$ cat src/rtl/bit_population_counter_pkg.sv
// Shared definitions for the pipelined popcount engine.
//   count_mode_e   : per-beat selection between counting ones and zeros
//   stage_side_t   : sideband record carried alongside data through each stage
//   leaf_popcount  : combinational popcount of one leaf (zero-extended input)
//   pipe_latency   : accept-edge-to-valid latency for a given WIDTH/LEAF_W
package bit_population_counter_pkg;

  // Widest leaf the helper can count; callers zero-extend narrower leaves.
  localparam int MAX_LEAF_W = 32;

  typedef enum logic {
    COUNT_ONES  = 1'b0,
    COUNT_ZEROS = 1'b1
  } count_mode_e;

  typedef struct packed {
    logic        valid;
    logic        last;
    count_mode_e mode;
  } stage_side_t;

  function automatic int unsigned leaf_popcount(input logic [MAX_LEAF_W-1:0] leaf);
    int unsigned cnt;
    cnt = 0;
    for (int i = 0; i < MAX_LEAF_W; i++) begin
      cnt = cnt + 32'(leaf[i]);
    end
    return cnt;
  endfunction

  // Leaf stage + one stage per adder level + accumulator/output stage.
  function automatic int unsigned pipe_latency(input int unsigned width,
                                               input int unsigned leaf_w);
    return unsigned'($clog2(width / leaf_w)) + 32'd2;
  endfunction

endpackage

$ cat src/rtl/bit_population_counter_pipe_popcount_tree_level.sv
// One registered level of the popcount adder tree.
// Adds adjacent pairs of N_IN counts of IN_W bits into N_IN/2 counts of
// IN_W+1 bits and delays the sideband by the same single cycle.
//   clk, rst_n_i          : clock, asynchronous active-low reset
//   en_i                  : pipeline advance; the level holds when low
//   valid_i/last_i/mode_i : sideband entering the level
//   sum_i                 : packed input counts, count j at [j*IN_W +: IN_W]
//   valid_o/last_o/mode_o : registered sideband
//   sum_o                 : packed registered pairwise sums
module popcount_tree_level #(
  parameter int N_IN = 8,
  parameter int IN_W = 3
) (
  input  logic                             clk,
  input  logic                             rst_n_i,
  input  logic                             en_i,
  input  logic                             valid_i,
  input  logic                             last_i,
  input  logic                             mode_i,
  input  logic [N_IN*IN_W-1:0]             sum_i,
  output logic                             valid_o,
  output logic                             last_o,
  output logic                             mode_o,
  output logic [(N_IN/2)*(IN_W+1)-1:0]     sum_o
);

  localparam int N_OUT = N_IN / 2;
  localparam int OUT_W = IN_W + 1;

  logic [N_OUT*OUT_W-1:0] sum_d, sum_q;
  logic                   valid_q, last_q, mode_q;

  // NOTE: every variable assigned in an always_comb gets a default first, so
  // no path through the block can leave it unassigned and infer a latch.
  always_comb begin
    sum_d = '0;
    for (int j = 0; j < N_OUT; j++) begin
      sum_d[j*OUT_W +: OUT_W] = OUT_W'(sum_i[(2*j)*IN_W +: IN_W])
                              + OUT_W'(sum_i[(2*j+1)*IN_W +: IN_W]);
    end
  end

  // NOTE: state is updated with non-blocking assignments so every register
  // samples its inputs from before the edge, independent of block ordering.
  always_ff @(posedge clk or negedge rst_n_i) begin
    if (!rst_n_i) begin
      sum_q   <= '0;
      valid_q <= 1'b0;
      last_q  <= 1'b0;
      mode_q  <= 1'b0;
    end else if (en_i) begin
      sum_q   <= sum_d;
      valid_q <= valid_i;
      last_q  <= last_i;
      mode_q  <= mode_i;
    end
  end

  assign sum_o   = sum_q;
  assign valid_o = valid_q;
  assign last_o  = last_q;
  assign mode_o  = mode_q;

endmodule

$ cat src/rtl/bit_population_counter_pipe.sv
// Pipelined popcount engine on a valid/ready stream.
// Each beat is optionally inverted (count zeros), split into LEAF_W-bit
// leaves whose counts are registered, reduced through a registered adder
// tree, and finally added to a saturating per-frame running sum.
//   clk, rst_n_i                   : clock, asynchronous active-low reset
//   data_i, mode_i, last_i         : input beat, count mode, end-of-frame
//   data_val_i / ready_o           : input handshake
//   data_o                         : popcount of the beat
//   sum_o, ovf_o                   : frame running sum, saturation flag
//   last_o                         : beat closes its frame
//   data_val_o / ready_i           : output handshake
module bit_population_counter_pipe
  import bit_population_counter_pkg::*;
#(
  parameter int WIDTH  = 32,
  parameter int LEAF_W = 4,
  parameter int SUM_W  = 16
) (
  input  logic                     clk,
  input  logic                     rst_n_i,
  input  logic [WIDTH-1:0]         data_i,
  input  logic                     mode_i,
  input  logic                     last_i,
  input  logic                     data_val_i,
  output logic                     ready_o,
  output logic [$clog2(WIDTH):0]   data_o,
  output logic [SUM_W-1:0]         sum_o,
  output logic                     last_o,
  output logic                     ovf_o,
  output logic                     data_val_o,
  input  logic                     ready_i
);

  localparam int N_LEAF  = WIDTH / LEAF_W;
  localparam int N_LVL   = $clog2(N_LEAF);
  localparam int LEAF_CW = $clog2(LEAF_W + 1);
  localparam int TREE_W  = LEAF_CW + N_LVL;
  localparam int OUT_W   = $clog2(WIDTH) + 1;
  localparam logic [SUM_W-1:0] SUM_MAX = '1;

  // The whole pipeline moves together; a stalled output freezes every stage.
  logic advance;
  assign advance = !data_val_o || ready_i;
  assign ready_o = advance;

  // ---------------- Stage 1: inversion and leaf counts ----------------
  logic [WIDTH-1:0]          beat;
  logic [N_LEAF*LEAF_CW-1:0] leaf_d, leaf_q;
  stage_side_t               side1_d, side1_q;

  assign beat = (count_mode_e'(mode_i) == COUNT_ZEROS) ? ~data_i : data_i;

  always_comb begin
    leaf_d = '0;
    for (int i = 0; i < N_LEAF; i++) begin
      leaf_d[i*LEAF_CW +: LEAF_CW] =
        LEAF_CW'(leaf_popcount(MAX_LEAF_W'(beat[i*LEAF_W +: LEAF_W])));
    end
  end

  // Sideband of a bubble is forced inert so stale last/mode never travel.
  assign side1_d.valid = data_val_i;
  assign side1_d.last  = data_val_i & last_i;
  assign side1_d.mode  = data_val_i ? count_mode_e'(mode_i) : COUNT_ONES;

  always_ff @(posedge clk or negedge rst_n_i) begin
    if (!rst_n_i) begin
      leaf_q  <= '0;
      side1_q <= '0;
    end else if (advance) begin
      leaf_q  <= leaf_d;
      side1_q <= side1_d;
    end
  end

  // ---------------- Stages 2..N_LVL+1: adder tree ----------------
  for (genvar k = 0; k < N_LVL; k++) begin : g_lvl
    localparam int N_IN = N_LEAF >> k;
    localparam int IN_W = LEAF_CW + k;

    logic [N_IN*IN_W-1:0]         sum_in;
    logic                         valid_in, last_in, mode_in;
    logic [(N_IN/2)*(IN_W+1)-1:0] sum_out;
    logic                         valid_out, last_out, mode_out;

    if (k == 0) begin : g_first
      assign sum_in   = leaf_q;
      assign valid_in = side1_q.valid;
      assign last_in  = side1_q.last;
      assign mode_in  = side1_q.mode;
    end else begin : g_next
      assign sum_in   = g_lvl[k-1].sum_out;
      assign valid_in = g_lvl[k-1].valid_out;
      assign last_in  = g_lvl[k-1].last_out;
      assign mode_in  = g_lvl[k-1].mode_out;
    end

    popcount_tree_level #(
      .N_IN (N_IN),
      .IN_W (IN_W)
    ) u_level (
      .clk     (clk),
      .rst_n_i (rst_n_i),
      .en_i    (advance),
      .valid_i (valid_in),
      .last_i  (last_in),
      .mode_i  (mode_in),
      .sum_i   (sum_in),
      .valid_o (valid_out),
      .last_o  (last_out),
      .mode_o  (mode_out),
      .sum_o   (sum_out)
    );
  end

  logic [TREE_W-1:0] tree_sum;
  logic              tail_valid, tail_last, unused_tail_mode;

  assign tree_sum         = g_lvl[N_LVL-1].sum_out;
  assign tail_valid       = g_lvl[N_LVL-1].valid_out;
  assign tail_last        = g_lvl[N_LVL-1].last_out;
  assign unused_tail_mode = g_lvl[N_LVL-1].mode_out;

  // ---------------- Final stage: accumulator and outputs ----------------
  logic [OUT_W-1:0] beat_cnt;
  logic [SUM_W-1:0] acc;
  logic             frame_ovf, sat;
  logic [SUM_W:0]   total;

  logic             data_val_d, data_val_q;
  logic [OUT_W-1:0] data_d, data_q;
  logic [SUM_W-1:0] sum_d, sum_q;
  logic             last_d, last_q;
  logic             ovf_d, ovf_q;

  assign beat_cnt = OUT_W'(tree_sum);

  // The previous output already holds the frame's running sum; a last beat
  // on the output register means the next beat opens a fresh frame.
  assign acc       = last_q ? '0 : sum_q;
  assign frame_ovf = ovf_q && !last_q;
  assign total     = {1'b0, acc} + (SUM_W+1)'(beat_cnt);
  assign sat       = frame_ovf || total[SUM_W];

  always_comb begin
    data_val_d = data_val_q;
    data_d     = data_q;
    sum_d      = sum_q;
    last_d     = last_q;
    ovf_d      = ovf_q;
    if (advance) begin
      data_val_d = tail_valid;
      // Bubbles leave the result registers, and therefore acc, untouched.
      if (tail_valid) begin
        data_d = beat_cnt;
        sum_d  = sat ? SUM_MAX : total[SUM_W-1:0];
        last_d = tail_last;
        ovf_d  = sat;
      end
    end
  end

  always_ff @(posedge clk or negedge rst_n_i) begin
    if (!rst_n_i) begin
      data_val_q <= 1'b0;
      data_q     <= '0;
      sum_q      <= '0;
      last_q     <= 1'b0;
      ovf_q      <= 1'b0;
    end else begin
      data_val_q <= data_val_d;
      data_q     <= data_d;
      sum_q      <= sum_d;
      last_q     <= last_d;
      ovf_q      <= ovf_d;
    end
  end

  assign data_val_o = data_val_q;
  assign data_o     = data_q;
  assign sum_o      = sum_q;
  assign last_o     = last_q;
  assign ovf_o      = ovf_q;

endmodule

$ cat config.mk
export PLATFORM = sky130hd
export DESIGN_NAME = bit_population_counter_pipe
export DESIGN_NICKNAME = d
export VERILOG_FILES = /design/src/rtl/bit_population_counter_pkg.sv /design/src/rtl/bit_population_counter_pipe_popcount_tree_level.sv /design/src/rtl/bit_population_counter_pipe.sv
export SDC_FILE = /design/constraint.sdc
export NUM_CORES = 1
export LEC_CHECK = 0
export CAP_MARGIN = 10
export CORE_ASPECT_RATIO = 1.2
export CORE_UTILIZATION = 36
export CTS_BUF_LIST = sky130_fd_sc_hd__clkbuf_8
export DETAILED_ROUTE_END_ITERATION = 8
export GPL_ROUTABILITY_DRIVEN = 0
export PLACE_DENSITY_LB_ADDON = 0.2
export SLEW_MARGIN = 20
export SYNTH_ARGS = -nofsm -noshare
export SYNTH_HDL_FRONTEND = slang
export SYNTH_SLANG_ARGS = --single-unit
$ cat constraint.sdc
create_clock -name clk -period 6.35 [get_ports clk]
set_clock_uncertainty 0.15 [all_clocks]
set_input_delay 1.5875 -clock clk [delete_from_list [all_inputs] [get_ports clk]]
set_output_delay 1.5875 -clock clk [all_outputs]
set_load 0.03 [all_outputs]
==> flow_summary_export.csv <==
group,metric,value,unit
run_status,status,"complete, but fails checks",
run_status,violations,"DRC",
worst_setup_path,path_class,"in2out",
logic_synthesis,synth_warnings,0,
detailed_routing,first_pass_iters,8,
detailed_routing,drt-total-wl,9600,um
floorplanning,die_area,15000,um2
timing,slew-limit-headroom,32.9,%
logic_synthesis,netlist_area,5210,um2
logic_synthesis,syn_area_per_cell,9.58,um2
clock_tree,post_cts.repair.setup_buffers,0,
global_routing,grt_usage,14.0,%
detailed_routing,antenna_left,0,
worst_setup_path,cp.arrival,2.94,ns
clock_tree,clkSinkCount,89,
timing,setup_viol,0,
clock_tree,insertion_delay,0.36,ns
floorplanning,num_rows,47,
floorplanning,die_w,112,um
worst_hold_path,hold_class,"reg2reg",
job,drv_cap,0,
logic_synthesis,synthArstFlopShare,100,%
logic_synthesis,synth.area.top_cells,"dfrtp_1, ha_1, nand2_1",
cells_and_area,stdcell_count,774,
cells_and_area,drive_above_1_share,4.64,%
clock_tree,cts_resized,0,
timing,tightest_slew,1.01,ns
logic_synthesis,ys_ff_latch,89,
logic_synthesis,synth_edf_count,0,
detailed_routing,wl_per_cell,12.4,um
power_and_ir_drop,irDropWorstVdd,0.000151,V
clock_tree,htree_levels,3,
logic_synthesis,synth_common_cells,"nand2_1, dfrtp_1, ha_1",
clock_tree,hold_buffers,0,
detailed_routing,via_per_inst,4.91,
power_and_ir_drop,power.static_leakage,2.98,nW
logic_synthesis,ys_seq_area_share,42.7,%
detailed_routing,drt_iter0_drc,167,
timing,layout_setup_ws,1.67,ns
floorplanning,die_h,134,um
worst_setup_path,start_kind,"input port",
placed_design,placed_area,5990,um2
logic_synthesis,yosysUniqueCellTypes,46,
timing,max_freq,0.214,GHz
logic_synthesis,syn_nets,645,
logic_synthesis,yosys.area.top_type_share,42.7,%
timing,post-route-period-util,73.6,%
placed_design,port_buffers,63,
cells_and_area,antenna_cells,0,
detailed_routing,vias,3797,
global_routing,grt_pass1_vias,3763,
clock_tree,cts_tree,"yes",
global_routing,gr-total-overflow,0,
global_routing,antenna_found_initial,0,
cells_and_area,finish.utilization,44.3,%
clock_tree,cts_buffers,9,
logic_synthesis,synth_ff_type,"dfrtp_1",
power_and_ir_drop,power,3.09,mW
global_routing,grt_pass1_wl,16900,um
logic_synthesis,synth_most_common_cell,"nand2_1",
cells_and_area,nNetsFinal,699,
logic_synthesis,yosysTopAreaCell,"dfrtp_1",
timing,setup_tns,0,ns
timing,rsz0062_at_grt,"false",
worst_setup_path,worstPathMaxFanout,2,
placed_design,place_ws,1.66,ns
cells_and_area,fin_area,6180,um2
timing,drv_slew,0,
floorplanning,initial_utilization,37.4,%
logic_synthesis,netlist_instances,544,
clock_tree,root_buffer,"clkbuf_8",
cells_and_area,syn2layout_area_growth,18.6,%
clock_tree,cts.reportedPaths.clkPinSlew,0.09,ns
placed_design,place_hpwl,6850,um
power_and_ir_drop,powerDensity,500,nW/um2
worst_setup_path,endpoint_kind,"output port",
detailed_routing,drc,5,
clock_tree,cts_max_path_buffers,2,
floorplanning,ios,64,
floorplanning,core,13900,um2
global_routing,grt_max_degree,91,
timing,whs,0.324,ns
timing,post-route-min-period,4.68,ns
placed_design,dp_cells,758,
timing,hold_viol_final,0,
worst_setup_path,crit_required,4.61,ns
final cells by class:
cell class                 instances  area, um2
sequential                        89       2230
multi-input combinational        405       2800
inverter                          26       97.6
timing repair buffer              67        658
clock buffer                       9        124
fill                            1390       7760
clock inverter                     7       61.3
tap                              171        214
critical path, stage by stage:
cell and delay [ns]:
clkdlybuf4s50_1 0.42, nor2b_2 0.27, inv_2 0.07, clkdlybuf4s50_1 0.59
metal layers:
metal | track usage (%) | wire (um) | vias up | part of all wire (%)
li1 | - | - | 1923 | -
met1 | 16.5 | 4320 | 1789 | 45
met2 | 25.2 | 4780 | 76 | 50
met3 | 1.85 | 343 | 9 | 3.6
met4 | 6.53 | 157 | 0 | 1.6
met5 | 0 | 0 | - | 0
power breakdown:
| group | switching [mW] | total (mW) | internal [mW] | leakage, nW |
|---|---|---|---|---|
| Sequential | 0.198 | 1.03 | 0.836 | 1.07 |
| Clock | 0.199 | 0.378 | 0.179 | 0.106 |
| Combinational | 0.937 | 1.68 | 0.740 | 1.81 |
cells in the final DEF, fill, tap and decap left out, types with 3 or more instances in the layout:
cell,instances
nand2_1,131
dfrtp_1,89
clkdlybuf4s50_1,62
ha_1,47
xor2_1,44
a21oi_1,38
nor2_1,29
inv_1,27
o21ai_0,22
fa_1,16
a21o_1,10
nor2b_1,9
o22a_1,9
clkbuf_8,9
nor3_1,6
buf_4,5
and3_1,4
a211oi_1,3
o21a_1,3
clkinv_2,3
path summary, 6_finish.rpt:
check / startpoint / end / slack [ns] / cells after the start
worst max-delay path: ready_i / ready_o / 1.67 / 4
worst min-delay path: g_lvl[1].u_level.last_o$_DFFE_PN0N_ / g_lvl[1].u_level.last_o$_DFFE_PN0N_ / 0.32 / 2
worst max register to register: last_o$_DFFE_PN0P_ / sum_o[2]$_DFFE_PN0P_ / 3.02 / 8
worst min register to register: g_lvl[1].u_level.last_o$_DFFE_PN0N_ / g_lvl[1].u_level.last_o$_DFFE_PN0N_ / 0.32 / 2
max in group asynchronous: rst_n_i / g_lvl[2].u_level.sum_o[2]$_DFFE_PN0N_ / 3.93 / 2
min in group asynchronous: rst_n_i / data_o[0]$_DFFE_PN0P_ / 0.96 / 1
registers in the layout, indices dropped and copies added, names as in the netlist:
name,count
data_o,6
data_val_o,1
g_lvl.last_in,1
g_lvl.sum_in,24
g_lvl.u_level.last_o,3
g_lvl.u_level.sum_o,32
g_lvl.u_level.valid_o,3
g_lvl.valid_in,1
last_o,1
ovf_o,1
sum_o,16
cells by family (layout without fill, tap and decap cells):
kind of cell | count (synthesis) | after routing | synth area share, %
AOI/OAI and AO/OA | 103 | 103 | 12.7
DFF | 89 | 89 | 42.7
and+or+nand+nor | 193 | 193 | 15.8
adders and majority gates | 63 | 63 | 17.4
buffers and inverters | 50 | 109 | 3.63
xor gates and xnor gates | 46 | 46 | 7.73
Power figures use the tool's default switching activity.
